[src/rtl/request_pkg.sv]
// Shared constants and types for the two-channel request stager.
// Channel FSM encoding and default sizing live here so both levels agree.
package request_pkg;

    localparam int DEPTH_DEF = 4;
    localparam int TAG_W_DEF = 4;
    localparam int HOLD_DEF  = 1;

    typedef enum logic [1:0] {
        IDLE    = 2'd0,
        REQ     = 2'd1,
        HOLDOFF = 2'd2
    } chan_state_t;

    typedef logic [TAG_W_DEF-1:0] tag_t;

endpackage

[src/rtl/req_channel.sv]
// One requester channel: circular tag FIFO, request FSM and post-grant hold-off.
// A request is raised only in REQ, so each arbiter grant pops exactly one entry.
module req_channel
    import request_pkg::*;
#(
    parameter int DEPTH = DEPTH_DEF,
    parameter int TAG_W = TAG_W_DEF,
    parameter int HOLD  = HOLD_DEF,
    localparam int CW   = $clog2(DEPTH + 1)
) (
    input  logic             clock,
    input  logic             reset,
    input  logic             push,
    input  logic [TAG_W-1:0] tag,
    input  logic             G,
    output logic             R,
    output logic             gnt_valid,
    output logic [TAG_W-1:0] gnt_tag,
    output logic             full,
    output logic [CW-1:0]    count,
    output logic             drop
);

    localparam int PW = $clog2(DEPTH);
    localparam int HW = $clog2(HOLD + 1);

    logic [TAG_W-1:0] mem [DEPTH];

    chan_state_t      state_reg, state_next;
    logic [PW-1:0]    head_reg, head_next;
    logic [PW-1:0]    tail_reg, tail_next;
    logic [CW-1:0]    count_reg, count_next;
    logic [HW-1:0]    hold_reg, hold_next;
    logic             gnt_valid_reg;
    logic [TAG_W-1:0] gnt_tag_reg;

    logic full_now;
    logic pop;
    logic push_acc;

    // Grant only counts in REQ; in any other state G may be X and is masked.
    assign full_now = (count_reg == CW'(DEPTH));
    assign pop      = (state_reg == REQ) && G;
    assign push_acc = push && (!full_now || pop);
    assign drop     = push && full_now && !pop;

    always_comb begin
        head_next  = head_reg;
        tail_next  = tail_reg;
        count_next = count_reg + CW'(push_acc) - CW'(pop);
        state_next = state_reg;
        hold_next  = hold_reg;

        if (pop)      head_next = head_reg + PW'(1);
        if (push_acc) tail_next = tail_reg + PW'(1);

        case (state_reg)
            IDLE: begin
                if (push_acc) state_next = REQ;
            end
            REQ: begin
                if (pop) begin
                    state_next = HOLDOFF;
                    hold_next  = HW'(HOLD);
                end
            end
            HOLDOFF: begin
                // Expiry looks at occupancy after this edge so a push landing
                // on the last hold cycle still re-arms the request.
                if (hold_reg <= HW'(1)) begin
                    state_next = (count_next != '0) ? REQ : IDLE;
                end else begin
                    hold_next = hold_reg - HW'(1);
                end
            end
            default: state_next = IDLE;
        endcase
    end

    always_ff @(posedge clock) begin
        if (!reset) begin
            state_reg     <= IDLE;
            head_reg      <= '0;
            tail_reg      <= '0;
            count_reg     <= '0;
            hold_reg      <= '0;
            gnt_valid_reg <= 1'b0;
            gnt_tag_reg   <= '0;
        end else begin
            state_reg     <= state_next;
            head_reg      <= head_next;
            tail_reg      <= tail_next;
            count_reg     <= count_next;
            hold_reg      <= hold_next;
            gnt_valid_reg <= pop;
            if (pop) gnt_tag_reg <= mem[head_reg];
        end
    end

    // Storage carries no reset; pointers and count define what is live.
    always_ff @(posedge clock) begin
        if (reset && push_acc) mem[tail_reg] <= tag;
    end

    assign R         = (state_reg == REQ);
    assign gnt_valid = gnt_valid_reg;
    assign gnt_tag   = gnt_tag_reg;
    assign full      = full_now;
    assign count     = count_reg;

endmodule

[src/rtl/request_stager.sv]
// Two-channel request stager feeding the grant arbiter.
// Each channel is an independent req_channel; dropped pushes set a sticky overflow.
module request_stager
    import request_pkg::*;
#(
    parameter int DEPTH = DEPTH_DEF,
    parameter int TAG_W = TAG_W_DEF,
    parameter int HOLD  = HOLD_DEF,
    localparam int CW   = $clog2(DEPTH + 1)
) (
    input  logic             clock,
    input  logic             reset,
    input  logic             push0,
    input  logic [TAG_W-1:0] tag0,
    input  logic             push1,
    input  logic [TAG_W-1:0] tag1,
    input  logic             G0,
    input  logic             G1,
    output logic             R0,
    output logic             R1,
    output logic             gnt0_valid,
    output logic [TAG_W-1:0] gnt0_tag,
    output logic             gnt1_valid,
    output logic [TAG_W-1:0] gnt1_tag,
    output logic             full0,
    output logic             full1,
    output logic [CW-1:0]    count0,
    output logic [CW-1:0]    count1,
    output logic             overflow
);

    logic [1:0]       push_vec;
    logic [1:0]       g_vec;
    logic [1:0]       r_vec;
    logic [1:0]       gv_vec;
    logic [1:0]       full_vec;
    logic [1:0]       drop_vec;
    logic [TAG_W-1:0] tag_in   [2];
    logic [TAG_W-1:0] tag_out  [2];
    logic [CW-1:0]    count_out[2];
    logic             overflow_reg;

    assign push_vec  = {push1, push0};
    assign g_vec     = {G1, G0};
    assign tag_in[0] = tag0;
    assign tag_in[1] = tag1;

    generate
        for (genvar gi = 0; gi < 2; gi++) begin : g_chan
            req_channel #(
                .DEPTH (DEPTH),
                .TAG_W (TAG_W),
                .HOLD  (HOLD)
            ) u_chan (
                .clock     (clock),
                .reset     (reset),
                .push      (push_vec[gi]),
                .tag       (tag_in[gi]),
                .G         (g_vec[gi]),
                .R         (r_vec[gi]),
                .gnt_valid (gv_vec[gi]),
                .gnt_tag   (tag_out[gi]),
                .full      (full_vec[gi]),
                .count     (count_out[gi]),
                .drop      (drop_vec[gi])
            );
        end
    endgenerate

    always_ff @(posedge clock) begin
        if (!reset) overflow_reg <= 1'b0;
        else        overflow_reg <= overflow_reg | (|drop_vec);
    end

    assign R0         = r_vec[0];
    assign R1         = r_vec[1];
    assign gnt0_valid = gv_vec[0];
    assign gnt1_valid = gv_vec[1];
    assign gnt0_tag   = tag_out[0];
    assign gnt1_tag   = tag_out[1];
    assign full0      = full_vec[0];
    assign full1      = full_vec[1];
    assign count0     = count_out[0];
    assign count1     = count_out[1];
    assign overflow   = overflow_reg;

endmodule

[config.mk]
export PLATFORM = sky130hd
export DESIGN_NAME = request_stager
export DESIGN_NICKNAME = d
export VERILOG_FILES = /design/src/rtl/request_pkg.sv /design/src/rtl/req_channel.sv /design/src/rtl/request_stager.sv
export SDC_FILE = /design/constraint.sdc
export NUM_CORES = 1
export LEC_CHECK = 0
export BUFFER_PORTS_ARGS = -buffer_cell sky130_fd_sc_hd__buf_2
export CORE_AREA = 2 2 90 92
export DETAILED_ROUTE_END_ITERATION = 6
export DIE_AREA = 0 0 92 94
export GPL_TIMING_DRIVEN = 0
export PLACE_DENSITY = 0.54
export SYNTH_ARGS = -nofsm -noshare
export SYNTH_HDL_FRONTEND = slang
export SYNTH_HIERARCHICAL = 1
export SYNTH_SLANG_ARGS = --single-unit
[constraint.sdc]
create_clock -name clock -period 6.9 [get_ports clock]
set_clock_uncertainty 0.1 [all_clocks]
set_input_delay 0.69 -clock clock [delete_from_list [all_inputs] [get_ports clock]]
set_output_delay 0.69 -clock clock [all_outputs]
set_load 0.005 [all_outputs]
==> run metrics, run 1 <==
Max clock buf depth=2; core area=7607 sq um; Worst Hold Depth=2; Tcrit/Tclk final=a little over a third; worst-path cell chain=buf_2 > and3b_1 > buf_6 > nand2_1 > o21ai_0 > ha_1 > fa_1 > xnor2_1 > xnor2_1 > o311a_1; clock power share=a little under a third; Tot Pwr=940.2 uW; min-delay src=g_chan[0].u_chan/gnt_tag[3]$_SDFFE_PN0N_; Total GRT Usage=between 10 and 15%; number of diodes=0; Max Freq=approximately 0.42 GHz; DR WL met2=~2.4 mm; critical path's most frequent cell=xnor2_1; Post-CTS Setup Repair Bufs=0; top cell family by delay on the critical path=adder cells; top sig layer=met4; vias in the first global route=1594; Sw Ratio=between 20% and 30%; dpl cell area=2923 sq um; final net count=about 270; Worst VDD drop=about 0.15 mV; Syn Inst Count=197; headroom to the max-slew limit=approximately 69%; Final WS setup=between 4 and 5 ns; Design Area, Final=around 3100 sq um; die area=about 8600 sq um; Clk Latency, worst-skew pair=between 0.3 and 0.4 ns; layout cells sized above 1=between 20% and 30%; leakage power=0.001206 uW; Ys Warns=6; CP max stage cell=fa_1; Initial DRC Count=18; Synth Area per Inst=approximately 13 sq um; Routed Antenna Nets=0; IO Pins=35; port bufs=34; Slew @ Worst Pin=0.4576 ns; max-cap viol count=0; Final Wtd Congestion=between 0.6 and 0.7; status=finished, final reports clean; CP peak stage delay=around 0.38 ns; placed wire-length estimate=between 3 and 4 mm; Post-synth EDFFs=32; Setup crit start kind=input pin; Crit path depth=10; met1 WL=slightly below 2 mm; Die X=between 90 and 100 um; H-tree depth=3; Die Span Y=around 94 um; WS Path Type=in2reg; initial antenna violation count=0; WP data required=approximately 7 ns; fraction of registers with async set or reset after synthesis=0%; sequential area share after synthesis=roughly 60%; Reg clk slew, reported paths=0.07 ns; Pwr Density=302.7 nW/um^2; largest area contributor in the netlist=edfxtp_1; CP Launch Point=G1; Final Hold Vio Count=0; sequential power share=approximately 48%; drt wl/cell=between 10 and 15 um; via/cell ratio=approximately 4.5; Root Driver=clkbuf_8; Final Max Tran Viols=0; WP buf/inv=2; Worst EP arrival=approximately 2.5 ns; Setup-failing EPs final=0; Starting Density=about a third; synthesized flop and latch total=a little over 60; library cells used by synthesis=45; Routed Wire Length=4.593 mm; Synth Cell Area=between 2000 and 3000 sq um; Synth top area share=a little over a third; first-pass GRT wire length=about 8 mm; Tightest Hold Check Type=reg2reg; total number of vias=between 1500 and 2000; largest net degree at the start of global routing=11; Critical R2R Launch=g_chan[1].u_chan/state_reg[1]$_SDFFE_PN0P_; CTS tree=built; R2R cell count=9; switching power=252.3 uW; CTS buffer count=9; P_int=a little under 700 uW; num rows=32; Final Critical Period=2.406 ns; DP Worst Slack=4.134 ns; wire length on met3=~220 um; Top FF cell, synth=edfxtp_1; CTS hold repair buffers=0; Worst setup EP type=flip-flop; Initial DRT Pass Iterations=3; fin util=roughly two fifths; dominant cells by area after synthesis=edfxtp_1 37%, dfxtp_1 22%, mux4_2 6.9%; max FFs per register=32; # DRC=0; Syn Nets=223; Area growth, synth to finish=18.30%; clock sinks=61; fillers=747; Total Neg Setup Slack=0 ns; CTS-repair resized insts=0; GRT overflow=0; CP max FO=8; Combinational Power Share=20.9%; unrepaired setup endpoints after global routing=false
cells in the mapped netlist, drive strengths merged (2+ instances only):
library cell	n
a21oi	11
ha	10
o21ai	3
nor2	4
nand2	25
or2b	2
mux2i	4
edfxtp	32
and3b	2
a21boi	2
nor3b	2
mux4	8
nand3	2
nand3b	3
or3b	2
inv	8
dfxtp	29
o2bb2ai	4
clkinv	2
and2	15
xnor2	4
fa	2
clkbuf	2
buf	7
metal layers:
metal,up-vias,global-route usage [%]
li1,796,-
met1,730,13.34
met2,30,20.77
met3,4,5.538
met4,0,4.851
met5,-,0
final timing paths:
kind / end / slack (ns)
setup / recovery: g_chan[1].u_chan/state_reg[0]$_SDFFE_PN0P_ / 4.49
hold / removal: g_chan[0].u_chan/gnt_tag[3]$_SDFFE_PN0N_ / 0.35
setup reg to reg: g_chan[1].u_chan/state_reg[0]$_SDFFE_PN0P_ / 4.56
hold reg to reg: g_chan[0].u_chan/gnt_tag[3]$_SDFFE_PN0N_ / 0.35
worst reg2reg max path, delay by kind of cell (launching register included):
family	cells	cell delay, ns
buf+inv	1	0.13
fa+ha+maj	2	0.59
xor+xnor	2	0.29
flops	1	0.39
simple gates	2	0.31
compound gates	2	0.42
cell type report:
cell class,instances,area [sq um],share of cell area (%)
Clock inverter,5,51.30,1.652
Multi-Input combinational cell,117,980.9,31.59
Sequential cell,61,1541,49.64
Clock buffer,11,131.4,4.230
Inverter,10,38.79,1.249
Tap cell,102,127.6,4.110
Timing Repair Buffer,34,170.2,5.479
Buffer,9,63.81,2.055
stage by stage:
stage               hold WS (ns)  std cells
floorplan                 0.3527        197
global placement          0.3408        333
detailed placement        0.3463        333
CTS                       0.3557        349
global route              0.3793        349
finish                    0.3510        349
cell usage in the layout (no fill, tap or decap), drive strengths merged, types with 2 or more instances in the layout:
cell type | synthesis | final
clkbuf | 2 | 13
and2 | 15 | 15
fa | 2 | 2
and3b | 2 | 2
nor3b | 2 | 2
nor2 | 4 | 4
mux2i | 4 | 4
or2b | 2 | 2
nand2 | 25 | 25
dfxtp | 29 | 29
a21oi | 11 | 11
o21ai | 3 | 3
buf | 7 | 41
mux4 | 8 | 8
o2bb2ai | 4 | 4
nand3 | 2 | 2
nand3b | 3 | 3
edfxtp | 32 | 32
clkinv | 2 | 5
or3b | 2 | 2
ha | 10 | 10
inv | 8 | 8
a21boi | 2 | 2
xnor2 | 4 | 4
power by group through the flow:
stage	sequential [uW]	combinational (uW)	clock, uW
finish	447	196	297
detailed placement	456	200	0
global placement	454	197	0
CTS	448	201	310
floorplan	453	140	0
global route	452	223	326
kinds of logic (layout without fill, tap and decap cells):
| group | after synthesis | after routing | share of synthesized area, % |
|---|---|---|---|
| and+or+nand+nor | 63 | 63 | 14.11 |
| xor gates and xnor gates | 5 | 5 | 2.192 |
| muxes | 12 | 12 | 8.389 |
| adders and majority gates | 12 | 12 | 6.292 |
| buffers and inverters | 19 | 69 | 3.908 |
| AOI/OAI and AO/OA | 25 | 25 | 6.387 |
| DFF | 61 | 61 | 58.72 |
Power figures use the tool's default switching activity.
==> inputs of run 2 (changes only) <==
ABC_AREA = 1   (was not set)
PLACE_DENSITY = 0.56   (was 0.54)
clock period = 2 ns   (was 6.9 ns; I/O delays follow)
==> run metrics, run 2 <==
final net count=363 (+35%); Initial DRC Count=71 (+53); Slew @ Worst Pin=0.4363 ns (-0.02133 ns); Die X=92 um (unchanged); most frequent cells in the layout=37 x inv_1, 36 x buf_2, 33 x nor2_1, 32 x edfxtp_1, 26 x o21ai_0; layout cells sized above 1=34.50% (+5.8 points); drt wl/cell=11.69 um (-11%); Top FF cell, synth=edfxtp_1; port bufs=34 (unchanged); r2r endpoint=g_chan[1].u_chan/state_reg[0]$_SDFFE_PN0P_; Total Neg Setup Slack=-0.07739 ns (-0.07739 ns); min-delay src=reset; placed wire-length estimate=3.594 mm (+4.8%); leakage power=0.001533 uW (+27%); number of diodes=0 (unchanged); Starting Density=34.79% (+0.28 points); failing checks=setup timing; status=finished with violations; Reg area=1551 sq um (+0.65%); Max clock buf depth=2 (unchanged); R2R Setup Slk=-0.05 ns (-4.61 ns); vias in the first global route=1846 (+16%); Die Span Y=94 um (unchanged); clock sinks=61 (unchanged); Critical R2R Launch=g_chan[1].u_chan/count[1]$_SDFF_PN0_; WP data required=2.13 ns (-4.89 ns); Setup-failing EPs final=2 (+2); most common cell in the netlist=inv_1; H-tree depth=3 (unchanged); Pwr Density=1026 nW/um^2 (+240%); # DRC=0 (unchanged); WS Path Type=reg2reg; Design Area, Final=3475 sq um (+12%); max FFs per register=32 (unchanged); core area=7607 sq um (unchanged); fraction of registers with async set or reset after synthesis=0% (unchanged); CTS tree=built; largest net degree at the start of global routing=11 (unchanged); Final Wtd Congestion=0.7637 (+12%); Ys Warns=6 (unchanged); Synth Area per Inst=10.14 sq um (-24%); Max Freq=between 0.4 and 0.5 GHz; Synth top area share=36.31% (-0.29 points); first-pass GRT wire length=8.342 mm (+6.7%); Tcrit/Tclk final=102.7%; Worst setup EP type=flip-flop; dominant cells by area after synthesis=edfxtp_1 36%, dfxtp_1 22%, inv_1 5.4%; fillers=740 (-0.94%); Clk Latency, worst-skew pair=0.34 ns (about the same); Worst VDD drop=0.6735 mV (+360%); Post-synth EDFFs=32 (unchanged); leading cell type in the layout, fill and taps excluded=inv_1; GRT overflow=0 (unchanged); total number of vias=1945 (+25%); Tightest Hold Check Type=in2reg; R2R cell count=14 (+5); IO Pins=35 (unchanged); Syn Nets=287 (+29%); headroom to the max-slew limit=70.81% (+1.3 points); dpl cell area=2944 sq um (+0.73%); Multi-input gate area=944.7 sq um (-3.7%); top post-synthesis cells by count=38 x inv_1, 33 x nor2_1, 32 x edfxtp_1; die area=8648 sq um (unchanged); Setup crit start kind=flip-flop; Final Max Tran Viols=0 (unchanged); synthesized flop and latch total=61 (unchanged); Routed Wire Length=5.189 mm (+13%); largest area contributor in the netlist=edfxtp_1; WHS Endpoint=overflow$_SDFF_PN0_; Worst EP arrival=2.18 ns (-0.35 ns); Routed Antenna Nets=0 (unchanged); CP max FO=2 (-6); Final Hold Vio Count=0 (unchanged); Worst Hold Depth=3 (+1); Total GRT Usage=12.80% (+0.58 points); worst hold slack=0.06282 ns (-0.2882 ns); Initial DRT Pass Iterations=4 (+1); Final Critical Period=a little over 2 ns; Final WS setup=-0.05469 ns (-4.549 ns); Reg clk slew, reported paths=0.06 ns (about the same); max-cap viol count=0 (unchanged); Root Driver=clkbuf_8; CTS buffer count=9 (unchanged); unrepaired setup endpoints after global routing=true; initial antenna violation count=0 (unchanged); Syn Inst Count=261 (+32%); via/cell ratio=4.381 (-2.0%); sequential area share after synthesis=58.25% (-0.47 points); Synth Cell Area=2646 sq um (+0.81%); num rows=32 (unchanged); library cells used by synthesis=24 (-47%); Area growth, synth to finish=31.30%
## run 2: changes by cell type after synthesis, moves of 4 or more
cell | previous run | this run
and2_1 | 14 | 0
inv_1 | 8 | 38
inv_2 | 0 | 10
mux2i_1 | 4 | 0
mux4_2 | 8 | 0
nand2_2 | 0 | 6
nand2_4 | 0 | 4
nor2_1 | 4 | 33
o21ai_0 | 3 | 26
o21ai_1 | 0 | 4
o21bai_1 | 0 | 8
o22ai_1 | 0 | 8
o2bb2ai_1 | 4 | 0
xnor2_1 | 4 | 0
## run 2: worst max path at each step
| stage | startpoint | to | cells past startpoint |
|---|---|---|---|
| after global placement | g_chan[1].u_chan/count[1]$_SDFF_PN0_ | g_chan[1].u_chan/state_reg[0]$_SDFFE_PN0P_ | 14 |
| after CTS | g_chan[1].u_chan/count[1]$_SDFF_PN0_ | g_chan[1].u_chan/state_reg[0]$_SDFFE_PN0P_ | 14 |
| final | g_chan[1].u_chan/count[1]$_SDFF_PN0_ | g_chan[1].u_chan/state_reg[0]$_SDFFE_PN0P_ | 14 |
| after floorplan | g_chan[0].u_chan/count[1]$_SDFF_PN0_ | g_chan[0].u_chan/state_reg[0]$_SDFFE_PN0P_ | 14 |
| after detailed placement | g_chan[1].u_chan/count[1]$_SDFF_PN0_ | g_chan[1].u_chan/state_reg[0]$_SDFFE_PN0P_ | 14 |
| after global routing | g_chan[1].u_chan/count[1]$_SDFF_PN0_ | g_chan[1].u_chan/state_reg[0]$_SDFFE_PN0P_ | 14 |
## run 2: metal layers
metal / vias to the layer above / wire length (um) / track usage (%)
met2: 43 / 2620 / 22.24
met1: 886 / 2271 / 13.82
li1: 1008 / - / -
met4: 0 / 71 / 7.214
met5: - / 0 / 0
met3: 8 / 225 / 4.013
## run 2: critical path, cell delays in order (launching register included)
cell and delay, ns:
dfxtp_2 0.32, inv_2 0.07, nand2_4 0.05, nor2_4 0.11
nand2_4 0.07, nand2_4 0.07, inv_2 0.04, nand2_2 0.04
nand2_1 0.05, ha_2 0.17, fa_1 0.47, nor3_2 0.17
nand3_1 0.11, nand3_2 0.07, a21oi_2 0.05
## run 2: logic make-up after synthesis
group	count (synthesis)	synth area share (%)
AO/OA/AOI/OAI	59	12.58
AND/OR/NAND/NOR	77	15.18
flip-flops	61	58.25
adder cells (fa/ha/maj)	12	6.241
buffers and inverters	52	7.754
## run 2: power by group
| part | switching, uW | internal (uW) |
|---|---|---|
| sequential | 81.1 | 1450 |
| combinational | 437 | 408 |
| clock | 458 | 727 |
## run 2: stage by stage
step / std cells / setup WS [ns] / total power (uW) / util, %
after CTS: 437 / -0.1372 / 3535 / 44.46
after global placement: 397 / -0.1821 / 2175 / 38.70
after global routing: 444 / -0.1796 / 3775 / 45.67
after detailed placement: 397 / -0.1876 / 2185 / 38.70
after floorplan: 261 / -0.06168 / 1978 / -
final: 444 / -0.05469 / 3564 / 45.67
## run 2: area by class of cell
class,instances,area share (%)
buffer,4,0.7202
clock inverter,5,2.125
clock buffer,11,4.069
inverter,48,5.402
timing repair buffer,65,12.17
sequential,61,44.65
multi-input combinational,148,27.19
tap,102,3.673
## run 2: repair_timing
item,in CTS,in global routing
endpoints found under the setup margin,4,5
endpoints found under the hold margin,32,0
pin swaps,12,8
hold buffers,8,0
setup buffers,16,8
gates resized for setup,9,13
==> inputs of run 3 (changes only) <==
RECOVER_POWER = 25   (was not set)
==> run metrics, run 3 (synthesized netlist as in run 2, its figures left out) <==
Starting Density=34.79% (unchanged); largest net degree at the start of global routing=11 (unchanged); Final Wtd Congestion=0.7637 (unchanged); critical path endpoint=g_chan[1].u_chan/state_reg[0]$_SDFFE_PN0P_; r2r endpoint=g_chan[1].u_chan/state_reg[0]$_SDFFE_PN0P_; Setup-failing EPs final=2 (unchanged); fin cells=444 (unchanged); placed wire-length estimate=3.594 mm (unchanged); Initial DRC Count=73 (+2.8%); Worst VDD drop=0.6749 mV (+0.21%); sequential power share=43.0% (about the same); num rows=32 (unchanged); die area=8648 sq um (unchanged); vias in the first global route=1846 (unchanged); Tightest Hold Check Type=in2reg; failing checks=setup timing; GRT overflow=0 (unchanged); Sw Ratio=27.43% (+0.043 points); Final WS setup=-0.05414 ns (+0.0005509 ns); Setup crit start kind=flip-flop; CP Launch Point=g_chan[1].u_chan/count[1]$_SDFF_PN0_; Reg area=1551 sq um (unchanged); leading cell type in the layout, fill and taps excluded=inv_1; Multi-input gate area=944.7 sq um (unchanged); final net count=363 (unchanged); Pwr Density=1028 nW/um^2 (+0.23%); Combinational Power Share=23.7% (about the same); leakage power=0.001513 uW (-1.3%); Root Driver=clkbuf_8; P_int=2586 uW (about the same); Die X=92 um (unchanged); drt wl/cell=11.70 um (+0.12%); most frequent cells in the layout=37 x inv_1, 33 x nor2_1, 32 x edfxtp_1, 29 x buf_2, 26 x o21ai_0; fin util=45.56% (-0.12 points); initial antenna violation count=0 (unchanged); # DRC=0 (unchanged); unrepaired setup endpoints after global routing=true; WS Path Type=reg2reg; Total GRT Usage=12.80% (unchanged); Reg clk slew, reported paths=0.06 ns (about the same); Max Freq=0.4868 GHz (about the same); Worst setup EP type=flip-flop; Total Neg Setup Slack=-0.07684 ns (+0.0005509 ns); CTS buffer count=9 (unchanged); Final Max Tran Viols=0 (unchanged); headroom to the max-slew limit=70.79% (about the same); number of diodes=0 (unchanged); via/cell ratio=4.345 (-0.82%); Final Hold Vio Count=0 (unchanged); Critical R2R Launch=g_chan[1].u_chan/count[1]$_SDFF_PN0_; WP data required=2.13 ns (about the same); status=finished with violations; Routed Antenna Nets=0 (unchanged); DP Worst Slack=-0.1876 ns (unchanged); Routed Wire Length=5.195 mm (+0.12%); Tcrit/Tclk final=102.7% (about the same); Worst EP arrival=2.18 ns (about the same); CTS tree=built; Die Span Y=94 um (unchanged); core area=7607 sq um (unchanged); Worst Hold Depth=3 (unchanged); Slew @ Worst Pin=0.4365 ns (+0.0002030 ns); clock power share=33.3% (about the same); dpl cell area=2944 sq um (unchanged); CP max FO=2 (unchanged); max-cap viol count=0 (unchanged); fillers=740 (unchanged); Clk Latency, worst-skew pair=0.34 ns (about the same); R2R Setup Slk=-0.05 ns (about the same); total number of vias=1929 (-0.82%); Design Area, Final=3466 sq um (-0.25%); Area growth, synth to finish=30.97%; Final Critical Period=2.054 ns (-0.0005509 ns); IO Pins=35 (unchanged); layout cells sized above 1=32.46% (-2.0 points); placed insts=397 (unchanged); clock sinks=61 (unchanged); R2R cell count=14 (unchanged); Initial DRT Pass Iterations=4 (unchanged); switching power=977.5 uW (+0.14%); H-tree depth=3 (unchanged); Max clock buf depth=2 (unchanged); first-pass GRT wire length=8.342 mm (unchanged); max FFs per register=32 (unchanged); port bufs=34 (unchanged)
run 3: changes by cell type in the layout (fill, tap and decap cells not counted):
cell	previous run	this run
clkbuf_1	1	8
buf_2	36	29
run 3: worst min path at each step:
stage | from | to | slack (ns)
4_1_cts | reset | overflow$_SDFF_PN0_ | 0.03
2_1_floorplan | tag0[0] | g_chan[0].u_chan/mem[0][0]$_DFFE_PP_ | 0.20
5_1_grt | reset | overflow$_SDFF_PN0_ | 0.08
3_5_place_dp | tag1[0] | g_chan[1].u_chan/mem[1][0]$_DFFE_PP_ | 0.32
3_3_place_gp | tag0[1] | g_chan[0].u_chan/mem[0][1]$_DFFE_PP_ | 0.32
6_report | reset | overflow$_SDFF_PN0_ | 0.06
run 3: layer usage:
metal,wire [um],up-vias,global-route usage [%]
li1,-,1008,-
met1,2287,872,13.82
met2,2616,41,22.24
met3,220,8,4.013
met4,71,0,7.214
met5,0,-,0
run 3: timing repair:
action | 4_1_cts | 5_1_grt
setup endpoints to repair | 4 | 5
pin swaps | 12 | 8
gates resized for setup | 9 | 13
hold buffers | 8 | 0
endpoints found under the hold margin | 32 | 0
setup buffers | 16 | 8
run 3: cell type report:
class	instances	share of cell area, %
flip-flops and latches	61	44.77
multi-input cells	148	27.26
repair buffers	65	11.95
inverters	48	5.415
clock buffers	11	4.079
well taps	102	3.682
clock inverters	5	2.130
plain buffers	4	0.7220
run 3: critical path, cell delays in order (launching register included):
cell and delay, ns:
dfxtp_2 0.32, inv_2 0.07, nand2_4 0.05, nor2_4 0.11, nand2_4 0.07, nand2_4 0.07
inv_2 0.04, nand2_2 0.04, nand2_1 0.05, ha_2 0.17, fa_1 0.47, nor3_2 0.17
nand3_1 0.11, nand3_2 0.07, a21oi_2 0.05
run 3: power by group through the flow:
stage | clock, uW | combinational, uW | sequential [uW]
after floorplan | 0 | 434 | 1540
after global placement | 0 | 630 | 1550
after detailed placement | 0 | 640 | 1550
after CTS | 1230 | 778 | 1530
after global routing | 1270 | 955 | 1550
final | 1190 | 844 | 1530
run 3: per-stage QoR:
step / hold slack [ns] / power [uW]
final: 0.06282 / 3563
after detailed placement: 0.3243 / 2185
after CTS: 0.03200 / 3535
after global placement: 0.3192 / 2175
after floorplan: 0.1989 / 1978
after global routing: 0.07619 / 3773
